--- config.mk ---
export PLATFORM = sky130hd
export DESIGN_NAME = itcm_arb
export DESIGN_NICKNAME = d
export VERILOG_FILES = /design/src/rtl/itcm_arb_pkg.sv /design/src/rtl/itcm_arb_rr_arb2.sv /design/src/rtl/itcm_arb.sv
export SDC_FILE = /design/constraint.sdc
export NUM_CORES = 1
export LEC_CHECK = 0
export ABC_CLOCK_PERIOD_IN_PS = 4500
export CAP_MARGIN = 40
export CORE_MARGIN = 2
export CORE_UTILIZATION = 37
export CTS_CLUSTER_SIZE = 20
export DETAILED_ROUTE_END_ITERATION = 8
export PLACE_DENSITY = 0.86
export REMOVE_ABC_BUFFERS = 1
export SLEW_MARGIN = 40
export SYNTH_ARGS = -nofsm -noshare
export SYNTH_HDL_FRONTEND = slang
export SYNTH_SLANG_ARGS = --single-unit
--- constraint.sdc ---
create_clock -name clk -period 4.5 [get_ports clk]
set_clock_uncertainty 0.15 [all_clocks]
set_input_delay 0.675 -clock clk [delete_from_list [all_inputs] [get_ports clk]]
set_output_delay 0.675 -clock clk [all_outputs]
set_load 0.05 [all_outputs]
--- src/rtl/itcm_arb_pkg.sv ---
// ============================================================================
// Module      : itcm_arb_pkg
// Description : Shared definitions for the ITCM arbiter: default SRAM geometry
//               and the two-way round-robin grant function.
// Revision    : 1.0 - initial release
// ============================================================================
`default_nettype none

// Fallback SRAM geometry, used when defines.v has not already provided it.
`ifndef ITCM_RAM_AW
`define ITCM_RAM_AW 16
`endif
`ifndef ITCM_RAM_DW
`define ITCM_RAM_DW 32
`endif
`ifndef ITCM_RAM_MW
`define ITCM_RAM_MW 4
`endif

package itcm_arb_pkg;

    // Requester bit positions inside a two-bit request/grant vector.
    localparam int unsigned c_REQ_IFU = 0;
    localparam int unsigned c_REQ_LSU = 1;

    // Two-way round-robin pick. last_lsu = 1 means the LSU won the previous
    // arbitration, so the IFU wins a tie now (and vice versa).
    function automatic logic [1:0] rr_pick(input logic [1:0] req, input logic last_lsu);
        logic [1:0] gnt;
        gnt = 2'b00;
        case (req)
            2'b01:   gnt = 2'b01;
            2'b10:   gnt = 2'b10;
            2'b11:   gnt = last_lsu ? 2'b01 : 2'b10;
            default: gnt = 2'b00;
        endcase
        return gnt;
    endfunction

endpackage

`default_nettype wire

--- src/rtl/itcm_arb_rr_arb2.sv ---
// ============================================================================
// Module      : rr_arb2
// Description : Two-way round-robin arbiter with its last-grant pointer.
//               Bit 0 is the IFU, bit 1 the LSU.
// Revision    : 1.0 - initial release
// ============================================================================
`default_nettype none

module rr_arb2
    import itcm_arb_pkg::*;
(
    input  logic       clk,
    input  logic       rst,
    input  logic [1:0] req,
    input  logic       upd,
    output logic [1:0] gnt
);

    // 1 = LSU won last; reset to IFU so the LSU wins the first tie.
    logic r_last_lsu;

    // Pointer only moves when a grant is actually taken by its requester.
    always_ff @(posedge clk) begin
        if (rst) begin
            r_last_lsu <= 1'b0;
        end else if (upd) begin
            r_last_lsu <= gnt[c_REQ_LSU];
        end
    end

    // Grant is purely a function of current requests and the pointer.
    always_comb begin
        gnt = rr_pick(req, r_last_lsu);
    end

endmodule

`default_nettype wire

--- src/rtl/itcm_arb.sv ---
// ============================================================================
// Module      : itcm_arb
// Description : Arbitrates the IFU (read-only) and LSU ports onto a single
//               ITCM SRAM port, one access per cycle, response owed to the
//               accepted requester in the following cycle(s).
// Revision    : 1.0 - initial release
// ============================================================================
`default_nettype none

module itcm_arb
    import itcm_arb_pkg::*;
#(
    parameter int AW = `ITCM_RAM_AW,
    parameter int DW = `ITCM_RAM_DW,
    parameter int MW = `ITCM_RAM_MW
) (
    input  logic          clk,
    input  logic          rst,
    // IFU request / response
    input  logic          ifu_req_valid,
    output logic          ifu_req_ready,
    input  logic [AW-1:0] ifu_req_addr,
    output logic          ifu_rsp_valid,
    input  logic          ifu_rsp_ready,
    output logic [DW-1:0] ifu_rsp_rdata,
    // LSU request / response
    input  logic          lsu_req_valid,
    output logic          lsu_req_ready,
    input  logic          lsu_req_we,
    input  logic [AW-1:0] lsu_req_addr,
    input  logic [DW-1:0] lsu_req_wdata,
    input  logic [MW-1:0] lsu_req_wem,
    output logic          lsu_rsp_valid,
    input  logic          lsu_rsp_ready,
    output logic [DW-1:0] lsu_rsp_rdata,
    // SRAM port
    output logic          ram_we,
    output logic [AW-1:0] ram_addr,
    output logic [DW-1:0] ram_din,
    output logic [MW-1:0] ram_wem,
    input  logic [DW-1:0] ram_dout
);

    localparam logic [0:0] c_ST_IDLE = 1'b0;
    localparam logic [0:0] c_ST_RESP = 1'b1;
    localparam logic [0:0] c_OWN_IFU = 1'b0;
    localparam logic [0:0] c_OWN_LSU = 1'b1;

    logic [0:0]    r_state;
    logic [0:0]    w_state_nxt;
    logic [0:0]    r_owner;
    logic          r_owner_is_write;
    logic [DW-1:0] r_hold;
    logic          r_held;

    logic          w_owner_rsp_ready;
    logic          w_can_issue;
    logic [1:0]    w_gnt;
    logic          w_acc_ifu;
    logic          w_acc_lsu;
    logic          w_acc;
    logic [DW-1:0] w_rsp_data;

    // Handshake view of the outstanding response and the issue window.
    always_comb begin
        w_owner_rsp_ready = (r_owner == c_OWN_LSU) ? lsu_rsp_ready : ifu_rsp_ready;
        w_can_issue       = (r_state == c_ST_IDLE) ||
                            ((r_state == c_ST_RESP) && w_owner_rsp_ready);
        ifu_req_ready     = w_can_issue && w_gnt[c_REQ_IFU];
        lsu_req_ready     = w_can_issue && w_gnt[c_REQ_LSU];
        w_acc_ifu         = ifu_req_valid && ifu_req_ready;
        w_acc_lsu         = lsu_req_valid && lsu_req_ready;
        w_acc             = w_acc_ifu || w_acc_lsu;
        // SRAM data is only valid in the first response cycle; afterwards
        // the captured copy is replayed until the owner takes it.
        if (r_held) begin
            w_rsp_data = r_hold;
        end else if (r_owner_is_write) begin
            w_rsp_data = '0;
        end else begin
            w_rsp_data = ram_dout;
        end
    end

    rr_arb2 u_rr_arb2 (
        .clk (clk),
        .rst (rst),
        .req ({lsu_req_valid, ifu_req_valid}),
        .upd (w_acc),
        .gnt (w_gnt)
    );

    // State register.
    always_ff @(posedge clk) begin
        if (rst) begin
            r_state <= c_ST_IDLE;
        end else begin
            r_state <= w_state_nxt;
        end
    end

    // Next state: a new acceptance always lands in RESP (back-to-back).
    always_comb begin
        w_state_nxt = r_state;
        case (r_state)
            c_ST_IDLE: begin
                if (w_acc) begin
                    w_state_nxt = c_ST_RESP;
                end
            end
            c_ST_RESP: begin
                if (w_acc) begin
                    w_state_nxt = c_ST_RESP;
                end else if (w_owner_rsp_ready) begin
                    w_state_nxt = c_ST_IDLE;
                end
            end
            default: w_state_nxt = c_ST_IDLE;
        endcase
    end

    // Outputs: response toward the owner only, SRAM port only on acceptance.
    always_comb begin
        ifu_rsp_valid = 1'b0;
        lsu_rsp_valid = 1'b0;
        ifu_rsp_rdata = '0;
        lsu_rsp_rdata = '0;
        ram_we        = 1'b0;
        ram_addr      = '0;
        ram_din       = '0;
        ram_wem       = '0;
        if (r_state == c_ST_RESP) begin
            if (r_owner == c_OWN_LSU) begin
                lsu_rsp_valid = 1'b1;
                lsu_rsp_rdata = w_rsp_data;
            end else begin
                ifu_rsp_valid = 1'b1;
                ifu_rsp_rdata = w_rsp_data;
            end
        end
        if (w_acc_lsu) begin
            ram_we   = lsu_req_we;
            ram_addr = lsu_req_addr;
            ram_din  = lsu_req_wdata;
            ram_wem  = lsu_req_wem;
        end else if (w_acc_ifu) begin
            ram_addr = ifu_req_addr;
        end
    end

    // Owner bookkeeping and the stalled-response hold register.
    always_ff @(posedge clk) begin
        if (rst) begin
            r_owner          <= c_OWN_IFU;
            r_owner_is_write <= 1'b0;
            r_hold           <= '0;
            r_held           <= 1'b0;
        end else if (w_acc) begin
            r_owner          <= w_acc_lsu ? c_OWN_LSU : c_OWN_IFU;
            r_owner_is_write <= w_acc_lsu && lsu_req_we;
            r_held           <= 1'b0;
        end else if ((r_state == c_ST_RESP) && !w_owner_rsp_ready && !r_held) begin
            r_hold           <= w_rsp_data;
            r_held           <= 1'b1;
        end
    end

endmodule

`default_nettype wire
==> Implementation_results.wiki, run 1 <==
{| class="wikitable"
! Metric !! Value
|-
| Run status || completed
|-
| Final-report hold violation count || 0
|-
| Critical Path End Type || primary output
|-
| DRC marker count from the first detailed-route iteration || around 190
|-
| I/O pin count || about 230
|-
| Fill count || just over 600
|-
| Total number of clock tree sinks || 37
|-
| Clock Root Buffer || sky130_fd_sc_hd__clkbuf_8
|-
| Critical Path Start Type || primary input
|-
| Layout Utilization || 0.736
|-
| Layout area overhead || 91.5%
|-
| # diodes || 0
|-
| Series of cell instances along the critical path || clkdlybuf4s50_1 > mux2_4 > nor2_2 > nor2_1 > clkdlybuf4s50_1
|-
| Cell area after synthesis || between 2000 and 3000 um2
|-
| Headroom to the max-slew limit || 0.499
|-
| Cts repair resizes || 0
|-
| Number of distinct library cell variants in the gate-level netlist after synthesis || 24
|-
| Area of the placeable core || 7810 um2
|-
| Average routed wire per standard cell || around 16 um
|-
| Vias per std cell || between 5 and 6
|-
| Die area || between 8000 and 9000 um2
|-
| Startpoint of the most critical setup path || ifu_rsp_ready
|-
| Nets || roughly 740
|-
| Cell count after synthesis || 441
|-
| Clock tree from TritonCTS || yes
|-
| Startpoint-to-endpoint class of the critical path || primary input to primary output
|-
| Placed cell area || between 5000 and 6000 um2
|-
| Die span in x || roughly 94 um
|-
| Antenna Violating Nets Remaining || 0
|-
| Worst slew pin tran || ~0.75 ns
|-
| Register area || between 700 and 800 um2
|-
| Gate family responsible for the most delay along the worst path || buffers and inverters
|-
| Library cell appearing most often on the critical path || sky130_fd_sc_hd__clkdlybuf4s50_1
|-
| Worst min path class || flip-flop to flip-flop
|-
| Worst vdd ir || approximately 0.00015 V
|-
| Upper clock frequency limit || about 250 MHz
|-
| Largest fanout on the critical path || 66
|-
| First-pass GRT wire length || about 18 mm
|-
| Remaining global-route overflow || 0
|-
| Last weighted congestion value of the routability-driven placer || roughly 0.74
|-
| Initial DRT Pass Iterations || 4
|-
| Pin count of the biggest net entering global routing || 67
|-
| Worst hold start || r_hold[19]
|-
| Ys Warns || 0
|-
| Power per cell area || 238 nW/um2
|-
| Leakage power figure || around 0.0021 uW
|-
| H-Tree Depth || 2
|-
| Number of setup buffers added after CTS || 0
|-
| Critical R2R Launch || r_owner
|-
| GRT Overall Usage || 0.251
|-
| Count of unresolved DRC violations after routing || 0
|-
| Clk slew on worst S/H paths || 0.07 ns
|-
| Average size of a mapped cell || about 6.8 um2
|-
| CTS Hold Bufs || 0
|-
| Final std cell area, no fill || between 5000 and 6000 um2
|-
| Cell with the largest stage delay on the worst path || sky130_fd_sc_hd__clkdlybuf4s50_1
|-
| Share of post-route cells with drive strength above 1 || 0.0984
|-
| I/O Buffers || between 200 and 250
|-
| Final Cycle Share || 0.877
|-
| Maximum capacitance violations || 0
|-
| Critical path data arrival time || between 3 and 4 ns
|-
| Setup repair after global routing missed its margin || no
|-
| Sequential share of the synthesized area || 0.247
|-
| Largest stage delay, worst path || approximately 0.74 ns
|-
| Starting density of the core || 0.384
|-
| Register bit total from synthesis || 37
|-
| Insertion delay to the later sink of the worst-skew pair || 0.28 ns
|-
| Antenna violations before repair || 0
|-
| DRT Wirelength || about 12 mm
|-
| Total clock buffers created by CTS || 5
|-
| Setup Viol. Count Final || 0
|-
| Via count of the first global-routing pass || 3637
|-
| Number of buffers and inverters on the critical path || 2
|-
| Final critical delay including setup and external delays || 3.95 ns
|-
| Area of combinational cells with multiple inputs || between 2000 and 2500 um2
|-
| Die Height || ~94 um
|-
| HPWL Detailed || between 8 and 9 mm
|-
| Critical path data required time || approximately 3.7 ns
|-
| Clock buffer depth || 2
|-
| Max-slew violations || 0
|-
| Routed via count || around 3900
|-
| Placement row count || 32
|-
| Total Power Consumption || 1370 uW
|}
worst paths after layout:
path	end	slack [ns]	cells past startpoint
setup / recovery	ram_addr[0]	0.55	5
hold / removal	r_hold[19]	0.32	2
setup reg to reg	u_rr_arb2.r_last_lsu	2.38	3
hold reg to reg	r_hold[19]	0.32	2
cells in the mapped netlist:
cell type	instances	area, um2
sky130_fd_sc_hd__nor2_2	1	6.26
sky130_fd_sc_hd__and2_1	37	231
sky130_fd_sc_hd__a32oi_1	16	140
sky130_fd_sc_hd__dfxtp_1	37	741
sky130_fd_sc_hd__buf_6	2	22.5
sky130_fd_sc_hd__inv_1	4	15.0
sky130_fd_sc_hd__nand2_1	38	143
sky130_fd_sc_hd__nor2_1	81	304
sky130_fd_sc_hd__o21a_1	32	240
sky130_fd_sc_hd__buf_2	3	15.0
sky130_fd_sc_hd__mux2i_1	1	10.0
sky130_fd_sc_hd__nand2b_1	34	213
sky130_fd_sc_hd__nor2b_1	1	6.26
sky130_fd_sc_hd__or4_1	32	240
sky130_fd_sc_hd__a21boi_0	2	15.0
sky130_fd_sc_hd__o2bb2ai_1	2	17.5
sky130_fd_sc_hd__o221a_2	1	11.3
sky130_fd_sc_hd__a21oi_1	35	175
sky130_fd_sc_hd__clkbuf_1	43	161
sky130_fd_sc_hd__mux2_4	1	15.0
sky130_fd_sc_hd__buf_1	4	15.0
sky130_fd_sc_hd__o31ai_1	32	240
sky130_fd_sc_hd__o211a_1	1	10.0
sky130_fd_sc_hd__a21boi_2	1	11.3
layer usage:
| layer | GRT usage | wire length [um] |
|---|---|---|
| met5 | 0 | 0 |
| met4 | 0.0749 | 233 |
| met3 | 0.0586 | 822 |
| met2 | 0.461 | 6190 |
| met1 | 0.288 | 4480 |
power by group:
group	total, uW	switching, uW	internal, uW	leakage, uW
sequential	367	20.6	346	0.000303
combinational	769	446	322	0.00174
clock	234	124	110	0.0000481
total	1370	591	778	0.00209
metrics by stage:
| step | instances | TNS (ns) | hold WS, ns | setup WS (ns) |
|---|---|---|---|---|
| 2_1_floorplan | 389 | -22.93 | 0.292 | -0.620 |
| 3_3_place_gp | 722 | 0 | 0.304 | 0.703 |
| 3_5_place_dp | 724 | 0 | 0.310 | 0.604 |
| 4_1_cts | 732 | 0 | 0.320 | 0.599 |
| 5_1_grt | 732 | 0 | 0.340 | 0.471 |
| 6_report | 732 | 0 | 0.317 | 0.553 |
state kept, by name (all words and copies together), names as in the netlist:
register	cells
r_state	1
r_hold	32
r_owner	1
r_owner_is_write	1
u_rr_arb2.r_last_lsu	1
r_held	1
area by class of cell:
cell class,instances,share of cell area
repair buffers,233,0.475
multi-input cells,348,0.354
flip-flops and latches,37,0.130
well taps,102,0.0222
clock buffers,5,0.0120
clock inverters,3,0.00392
inverters,4,0.00305
placed cells by master, fill, tap and decap left out, types with 2 or more instances in the layout:
cell                              Yosys  routed
sky130_fd_sc_hd__inv_1                4       3
sky130_fd_sc_hd__o31ai_1             32      32
sky130_fd_sc_hd__buf_4                0       4
sky130_fd_sc_hd__a32oi_1             16      16
sky130_fd_sc_hd__or4_1               32      32
sky130_fd_sc_hd__and2_1              37      37
sky130_fd_sc_hd__clkbuf_8             0       5
sky130_fd_sc_hd__o2bb2ai_1            2       2
sky130_fd_sc_hd__o21a_1              32      32
sky130_fd_sc_hd__clkdlybuf4s50_1      0     188
sky130_fd_sc_hd__a21boi_2             1       2
sky130_fd_sc_hd__nand2_1             38      37
sky130_fd_sc_hd__dfxtp_1             37      35
sky130_fd_sc_hd__a21oi_1             35      35
sky130_fd_sc_hd__nor2_1              81      81
sky130_fd_sc_hd__clkinv_4             0       2
sky130_fd_sc_hd__buf_12               0      39
sky130_fd_sc_hd__nand2b_1            34      34
cell families (layout without fill, tap and decap cells):
group | count (synthesis) | count (layout) | share of synthesized area
compound gates | 122 | 122 | 0.287
simple gates | 224 | 224 | 0.381
flops | 37 | 37 | 0.247
buf+inv | 56 | 245 | 0.0763
mux | 2 | 2 | 0.00834
tightest hold or removal path, stage by stage, from the launching register on:
cell and delay, ns:
sky130_fd_sc_hd__dfxtp_1 0.31, sky130_fd_sc_hd__o31ai_1 0.06, sky130_fd_sc_hd__a21oi_1 0.06
Power figures use the tool's default switching activity.
==> inputs of run 2 (changes only) <==
- ABC_CLOCK_PERIOD_IN_PS: 4500 -> 4400
- CORE_MARGIN: 2 -> 1.5
- CORE_UTILIZATION: 37 -> 35
- PLACE_DENSITY: 0.86 -> 0.82
- REMOVE_ABC_BUFFERS: 1 -> unset
- clock period: 4.5 -> 4.4 ns (I/O delays scaled with it)
==> run 2 against run 1 <==
Non-clock buffer count unchanged. Global-route usage down 0.11 points. Via count up 0.46%. Final cell count increased by 0.41%. Critical endpoint is now ram_addr[13]. Largest power group unchanged.
==> Implementation_results.wiki, run 2 (synthesized netlist as in run 1, its figures left out) <==
{| class="wikitable"
! Metric !! Value
|-
| Max reg flops || 32 (unchanged)
|-
| Most frequent cells in the layout || sky130_fd_sc_hd__clkdlybuf4s50_1 (188), sky130_fd_sc_hd__nor2_1 (81), sky130_fd_sc_hd__buf_12 (39)
|-
| Most flops, register || r_hold
|-
| Clock tree from TritonCTS || yes
|-
| Series of cell instances along the critical path || clkdlybuf4s50_1 > buf_4 > a21boi_2 > a32oi_1 > nor2_1 > clkdlybuf4s50_1
|-
| Share of post-route cells with drive strength above 1 || 0.0984 (unchanged)
|-
| Average routed wire per standard cell || 16.7 um (+4.4%)
|-
| I/O Buffers || 227 (unchanged)
|-
| Gate family responsible for the most delay along the worst path || buffers and inverters
|-
| Net load switching power || 606 uW (+2.5%)
|-
| Cell with the largest stage delay on the worst path || sky130_fd_sc_hd__clkdlybuf4s50_1
|-
| Nets || 736 (unchanged)
|-
| Insertion delay to the later sink of the worst-skew pair || 0.28 ns (about the same)
|-
| Area of the placeable core || 8260 um2 (+5.8%)
|-
| Critical path data arrival time || 3.02 ns (-0.10 ns)
|-
| Accumulated negative setup slack || 0 ns (unchanged)
|-
| Startpoint-to-endpoint class of the critical path || primary input to primary output
|-
| Run status || completed
|-
| Worst hold-check slack || 0.324 ns (+0.00615 ns)
|-
| Leakage power figure || 0.00209 uW (-0.43%)
|-
| Critical Path Start Type || primary input
|-
| Upper clock frequency limit || 261 MHz
|-
| Max-slew violations || 0 (unchanged)
|-
| Final Cycle Share || 0.870
|-
| Via count of the first global-routing pass || 3545 (-2.5%)
|-
| DRC marker count from the first detailed-route iteration || 225 (+20%)
|-
| Antenna violations before repair || 2 (+2)
|-
| Library cell appearing most often on the critical path || sky130_fd_sc_hd__clkdlybuf4s50_1
|-
| Remaining global-route overflow || 0 (unchanged)
|-
| Layout area overhead || 91.0%
|-
| Worst slew pin tran || 0.757 ns (+0.0103 ns)
|-
| Relative contribution of combinational cells to total power || 0.560 (about the same)
|-
| Worst vdd ir || 0.000155 V (+6.4%)
|-
| Vias per std cell || 5.31 (about the same)
|-
| Antenna Violating Nets Remaining || 0 (unchanged)
|-
| Placed cell area || 5640 um2 (-0.33%)
|-
| Largest stage delay, worst path || 0.82 ns (+0.08 ns)
|-
| Clk slew on worst S/H paths || 0.07 ns (about the same)
|-
| H-Tree Depth || 2 (unchanged)
|-
| Die span in x || 95.6 um (+1.6%)
|-
| Switching share of total power || 0.433 (+0.00100)
|-
| Clock buffer depth || 2 (unchanged)
|-
| Setup Viol. Count Final || 0 (unchanged)
|-
| Routed via count || 3905 (+0.46%)
|-
| Number of buffers and inverters on the critical path || 3 (+1)
|-
| Sequential share of power || 0.270 (+0.002)
|-
| GRT Overall Usage || 0.250 (-0.00114)
|-
| Most common cell after layout, fill and taps aside || sky130_fd_sc_hd__clkdlybuf4s50_1
|-
| Final-report hold violation count || 0 (unchanged)
|-
| Maximum capacitance violations || 0 (unchanged)
|-
| Total number of clock tree sinks || 37 (unchanged)
|-
| Layout Utilization || 0.694 (-0.0419)
|-
| First-pass GRT wire length || 17.7 mm (-0.15%)
|-
| Setup repair after global routing missed its margin || no
|-
| Largest fanout on the critical path || 20 (-70%)
|-
| Power per cell area || 245 nW/um2 (+2.6%)
|-
| Last weighted congestion value of the routability-driven placer || 0.747 (+0.70%)
|-
| Number of setup buffers added after CTS || 0 (unchanged)
|-
| Count of unresolved DRC violations after routing || 0 (unchanged)
|-
| Die Height || 95.6 um (+1.6%)
|-
| Final critical delay including setup and external delays || between 3 and 4 ns
|-
| Initial DRT Pass Iterations || 4 (unchanged)
|-
| Total clock buffers created by CTS || 5 (unchanged)
|-
| Starting density of the core || 0.363 (-0.0210)
|-
| Final std cell area, no fill || 5730 um2 (-0.26%)
|-
| Headroom to the max-slew limit || 0.492 (-0.00691)
|-
| # diodes || 0 (unchanged)
|-
| Mapped Nets || about 550
|-
| Critical Path End Type || primary output
|-
| Pin count of the biggest net entering global routing || 77 (+15%)
|-
| Worst min path class || flip-flop to flip-flop
|-
| DRT Wirelength || 12.3 mm (+4.8%)
|-
| CTS Hold Bufs || 0 (unchanged)
|-
| Clock Root Buffer || sky130_fd_sc_hd__clkbuf_8
|-
| Placement row count || 33 (+3.1%)
|-
| I/O pin count || 228 (unchanged)
|-
| Clock network power share || 0.171 (about the same)
|-
| Cts repair resizes || 0 (unchanged)
|-
| Internal portion of total power || 795 uW (+2.1%)
|-
| Critical path data required time || 3.59 ns (-0.08 ns)
|-
| Die area || 9130 um2 (+3.3%)
|-
| HPWL Detailed || 9.36 mm (+4.2%)
|}
-- run 2: changes by cell type in the layout (fill, tap and decap cells not counted), sizes merged --
| cell | before | now |
|---|---|---|
| clkinv | 3 | 1 |
| inv | 4 | 5 |
| clkinvlp | 0 | 1 |
-- run 2: per-layer routing --
metal | vias up | global-route usage | share of wire
met5 | - | 0 | 0.0025
met2 | 159 | 0.454 | 0.53
met4 | 4 | 0.0600 | 0.015
met3 | 18 | 0.0590 | 0.068
met1 | 1798 | 0.294 | 0.38
li1 | 1926 | - | -
-- run 2: final cells by class --
type                            instances  area (um2)
Timing Repair Buffer                  233        2710
Fill cell                             688        2530
Multi-Input combinational cell        348        2040
Sequential cell                        37         746
Tap cell                              105         131
Clock buffer                            5        68.8
Clock inverter                          3        21.3
Inverter                                4        17.5
-- run 2: path summary, 6_finish.rpt --
| check | from | endpoint | slack, ns | cells after the start |
|---|---|---|---|---|
| setup / recovery | ifu_req_valid | ram_addr[13] | 0.57 | 6 |
| hold / removal | r_hold[15] | r_hold[15] | 0.32 | 2 |
| setup reg to reg | r_owner | r_hold[7] | 2.33 | 4 |
| hold reg to reg | r_hold[15] | r_hold[15] | 0.32 | 2 |
-- run 2: metrics by stage --
| step | std cells | setup slack [ns] | total power [uW] |
|---|---|---|---|
| after floorplan | 441 | 1.20 | 831 |
| after global routing | 735 | 0.472 | 1460 |
| after CTS | 735 | 0.611 | 1410 |
| after detailed placement | 727 | 0.584 | 1170 |
| after global placement | 726 | 0.765 | 1150 |
| final | 735 | 0.573 | 1400 |
-- run 2: tightest hold or removal path, stage by stage, from the launching register on --
cell and delay, ns:
sky130_fd_sc_hd__dfxtp_1 0.31, sky130_fd_sc_hd__o31ai_1 0.06, sky130_fd_sc_hd__a21oi_1 0.06
-- run 2: power groups by stage --
stage	combinational (uW)	clock, uW	sequential (uW)
floorplan	460	0	371
global placement	760	0	391
detailed placement	785	0	385
CTS	787	244	378
global route	823	257	382
finish	784	239	378
